==> src/rtl/cfg_chain_loader.sv <==
// Serial configuration-chain loader: shifts host bytes MSB-first into a scan chain,
// or rotates the chain in place and compares it against the host bytes.
module cfg_chain_loader #(
  parameter int LEN_WIDTH = 12
) (
  input  logic                 CLK,
  input  logic                 RSTB,
  input  logic                 START,
  input  logic                 MODE,
  input  logic [LEN_WIDTH-1:0] CHAIN_LEN,
  input  logic                 ABORT,
  input  logic                 IN_VALID,
  output logic                 IN_READY,
  input  logic [7:0]           IN_DATA,
  output logic                 CFG_WE,
  output logic                 CFG_D,
  input  logic                 CFG_Q,
  output logic                 BUSY,
  output logic                 DONE,
  output logic                 ERR,
  output logic [7:0]           ERR_CNT
);

  typedef enum logic [1:0] {
    IDLE      = 2'd0,
    WAIT_BYTE = 2'd1,
    SHIFT     = 2'd2,
    FIN       = 2'd3
  } state_t;

  state_t               state_q, state_d;
  logic                 mode_q, mode_d;
  logic [LEN_WIDTH-1:0] rem_q, rem_d;
  logic [7:0]           sr_q, sr_d;
  logic [3:0]           bcnt_q, bcnt_d;
  logic                 err_q, err_d;
  logic [7:0]           ecnt_q, ecnt_d;

  always_ff @(posedge CLK or negedge RSTB) begin
    if (!RSTB) begin
      state_q <= IDLE;
      mode_q  <= 1'b0;
      rem_q   <= '0;
      sr_q    <= '0;
      bcnt_q  <= '0;
      err_q   <= 1'b0;
      ecnt_q  <= '0;
    end else begin
      state_q <= state_d;
      mode_q  <= mode_d;
      rem_q   <= rem_d;
      sr_q    <= sr_d;
      bcnt_q  <= bcnt_d;
      err_q   <= err_d;
      ecnt_q  <= ecnt_d;
    end
  end

  always_comb begin
    state_d = state_q;
    mode_d  = mode_q;
    rem_d   = rem_q;
    sr_d    = sr_q;
    bcnt_d  = bcnt_q;
    err_d   = err_q;
    ecnt_d  = ecnt_q;
    case (state_q)
      IDLE: begin
        if (START) begin
          mode_d  = MODE;
          rem_d   = CHAIN_LEN;
          err_d   = 1'b0;
          ecnt_d  = '0;
          state_d = (CHAIN_LEN == '0) ? FIN : WAIT_BYTE;
        end
      end
      WAIT_BYTE: begin
        if (ABORT) begin
          state_d = IDLE;
        end else if (IN_VALID) begin
          sr_d    = IN_DATA;
          // A short final byte uses only its upper bits.
          bcnt_d  = (rem_q >= LEN_WIDTH'(8)) ? 4'd8 : rem_q[3:0];
          state_d = SHIFT;
        end
      end
      SHIFT: begin
        sr_d   = {sr_q[6:0], 1'b0};
        bcnt_d = bcnt_q - 4'd1;
        rem_d  = rem_q - LEN_WIDTH'(1);
        if (mode_q && (CFG_Q != sr_q[7])) begin
          err_d = 1'b1;
          if (ecnt_q != 8'hFF) ecnt_d = ecnt_q + 8'd1;
        end
        if (bcnt_q == 4'd1) state_d = (rem_q == LEN_WIDTH'(1)) ? FIN : WAIT_BYTE;
        if (ABORT) state_d = IDLE;
      end
      FIN: state_d = IDLE;
      default: state_d = IDLE;
    endcase
  end

  // Verify mode feeds the tail back to the head so the chain is restored.
  assign CFG_WE   = (state_q == SHIFT);
  assign CFG_D    = (state_q == SHIFT) ? (mode_q ? CFG_Q : sr_q[7]) : 1'b0;
  assign IN_READY = (state_q == WAIT_BYTE) && !ABORT;
  assign BUSY     = (state_q != IDLE);
  assign DONE     = (state_q == FIN);
  assign ERR      = err_q;
  assign ERR_CNT  = ecnt_q;

endmodule

==> config.mk <==
export PLATFORM = sky130hd
export DESIGN_NAME = cfg_chain_loader
export DESIGN_NICKNAME = d
export VERILOG_FILES = /design/src/rtl/cfg_chain_loader.sv
export SDC_FILE = /design/constraint.sdc
export NUM_CORES = 1
export LEC_CHECK = 0
export CAP_MARGIN = 20
export CELL_PAD_IN_SITES_DETAIL_PLACEMENT = 1
export CELL_PAD_IN_SITES_GLOBAL_PLACEMENT = 2
export CORE_UTILIZATION = 31
export CTS_CLUSTER_DIAMETER = 40
export DETAILED_ROUTE_END_ITERATION = 12
export HOLD_SLACK_MARGIN = 0.15
export PLACE_DENSITY = 0.9
export SKIP_LAST_GASP = 1
export SLEW_MARGIN = 15
export SYNTH_ARGS = -nofsm -noshare
export SYNTH_HDL_FRONTEND = slang
export SYNTH_SLANG_ARGS = --single-unit
==> constraint.sdc <==
create_clock -name CLK -period 2.7 [get_ports CLK]
set_clock_uncertainty 0.1 [all_clocks]
set_input_delay 0.54 -clock CLK [delete_from_list [all_inputs] [get_ports CLK]]
set_output_delay 0.54 -clock CLK [all_outputs]
set_load 0.05 [all_outputs]
==> impl_metrics.toml <==
[logic_synthesis]
yosysTopAreaCellShare = 0.443
synth_common_cells = "dfrtp_1 (36), nand2_1 (30), nor2_1 (30), a21oi_1 (10), nand3_1 (10)"
yosys.cell_count.top_type = "dfrtp_1"
synth_async_sr_flop_share = 1.00
syn_inst = 224
ys.flop_type = "dfrtp_1"
synth.distinct_cells = 44
synth_edf_count = 0
ys.warnings.count = 0
synth_largest_area_cell = "dfrtp_1"
ys_ff_latch = 36
synth_seq_area_share = 0.443
syn_avg_cell_area_um2 = 9.08
netlist_area_mm2 = 0.00203
synth_area_leaders = "dfrtp_1 (44%), nand2_1 (5.5%), nor2_1 (5.5%)"
synth.net_count = 257

[job]
maxCapViolCount = 0

[clock_network]
ctsResizeCount = 0
cts_buffers = 5
worstSkewPairLatency_ns = 0.28
root_buffer = "clkbuf_8"
tritoncts = "yes"
cts_htree_levels = 2
post_cts_buffers = 0
clk_pin_slew_ns = 0.07
cts.sink_count = 36
cts_buffer_depth = 2
hold_buffers = 0

[worst_setup_path]
rrSetupSlack_ns = 0.58
reg2reg_depth = 6
criticalPathCategory = "reg2out"
cp-start-kind = "flip-flop"
arrival_ns = 1.87
critPathRequiredTime_ns = 2.06
end_kind = "primary output"
crit_fanout = 11

[worst_hold_path]
hold_class = "reg2reg"
holdPathStages = 2

[timing]
tightest_slew_ns = 0.593
timing.final.hold_violations = 0
min_period_ns = 2.51
fmax_ghz = 0.399
slew_viol_final = 0
setup_viol = 0
relSlewSlack = 0.601
setup-tns-final_ns = 0
whs_ns = 0.400
grt_setup_unrepaired = "no"
period_share = 0.929

[routing]
drc = 0
totalWireLength_um = 5600
drt_iter0_markers = 56
avgViaCountPerCell = 5.55
wl_per_cell_um = 16.2
drtPass1Iterations = 5
vias = 1919
ant_nets = 0

[floorplanning]
start_util = 0.320
io_pins = 41
die-area_mm2 = 0.00689
die_width_um = 83.0
die_y_um = 83.0
core-area_mm2 = 0.00635
rows = 29

[placed_design]
place.detailed.hpwl_um = 3980
routabilityCongestion = 0.781
io_buffers = 40

[finish]
drive_gt1_frac = 0.100
fin_nets = 301
seqCellArea_um2 = 901
multi_input_area_mm2 = 0.00107
n_antenna_cell = 0
area_growth_syn_to_layout_pct = 31.0
fill_cells = 737

[pwr]
leakage_nw = 1.05
ir_drop_mv = 0.343
pwr_density_cell_mw_per_mm2 = 784

[grt]
gr-usage-all-layers = 0.174
grt_max_degree = 37
grt.overflow.total = 0
antenna_found_initial = 0
grt_pass1_vias = 1910
grt_pass1_wl_um = 9650

[outcome]
status = "complete, no violations"
-- final cells by class --
| class | instances | area share |
|---|---|---|
| well taps | 77 | 0.0362 |
| repair buffers | 46 | 0.179 |
| inverters | 7 | 0.00987 |
| flip-flops and latches | 36 | 0.338 |
| clock buffers | 8 | 0.0338 |
| multi-input cells | 172 | 0.403 |
-- registers in the layout, indices dropped and copies added (netlist names) --
signal,flops
state_q,2
mode_q,1
rem_q,12
sr_q,8
ERR,1
ERR_CNT,8
bcnt_q,4
-- critical path, stage by stage, from the launching register on --
cell and delay [ns]:
dfrtp_1 0.51, or2_2 0.36, clkdlybuf4s50_1 0.71
-- cells in the final DEF, fill, tap and decap left out, types with 5 or more instances in the layout --
cell type,n
a21oi_1,10
a31oi_1,5
o22ai_1,5
clkbuf_8,6
ha_1,6
nor4_1,6
nor3_1,6
nand3_1,10
inv_1,7
o211ai_1,5
dfrtp_1,36
nand2_1,30
clkdlybuf4s50_1,37
nor2_1,30
buf_4,6
-- power breakdown --
part | internal, mW | switching, mW | total, mW
Clock | 0.208 | 0.191 | 0.400
Sequential | 0.721 | 0.208 | 0.929
Combinational | 0.334 | 0.426 | 0.760
Total | 1.26 | 0.826 | 2.09
-- per-layer routing --
layer	share of wire	wire, um	global-route usage
met4	0.0079	44	0.0486
met5	0	0	0
met1	0.48	2700	0.243
met3	0.029	160	0.0298
met2	0.48	2690	0.276
-- final timing paths --
check | end | startpoint
worst min register to register | sr_q[5] | sr_q[5]
worst max-delay path | BUSY | state_q[0]
max in group asynchronous | rem_q[4] | RSTB
min in group asynchronous | sr_q[3] | RSTB
worst min-delay path | sr_q[5] | sr_q[5]
worst max register to register | rem_q[10] | rem_q[1]
-- stage by stage --
stage | instance area, um2 | cells | worst slack [ns] | total power [mW] | util
after floorplan | 2040 | 224 | 0.450 | 1.41 | -
after global placement | 2570 | 338 | 0.293 | 1.66 | 0.405
after detailed placement | 2570 | 338 | 0.288 | 1.69 | 0.405
after CTS | 2660 | 346 | 0.172 | 2.11 | 0.419
after global routing | 2660 | 346 | 0.111 | 2.24 | 0.419
final | 2660 | 346 | 0.193 | 2.09 | 0.419
-- cell families (layout without fill, tap and decap cells) --
| group | Yosys count | in the layout | share of synthesized area |
|---|---|---|---|
| AND/OR/NAND/NOR | 108 | 108 | 0.271 |
| XOR/XNOR | 1 | 1 | 0.00431 |
| AO/OA/AOI/OAI | 55 | 55 | 0.203 |
| flip-flops | 36 | 36 | 0.443 |
| buffers and inverters | 16 | 61 | 0.0314 |
| multiplexers | 2 | 2 | 0.00985 |
| adder cells (fa/ha/maj) | 6 | 6 | 0.0369 |
No activity file was read; power rests on OpenSTA's default activity.
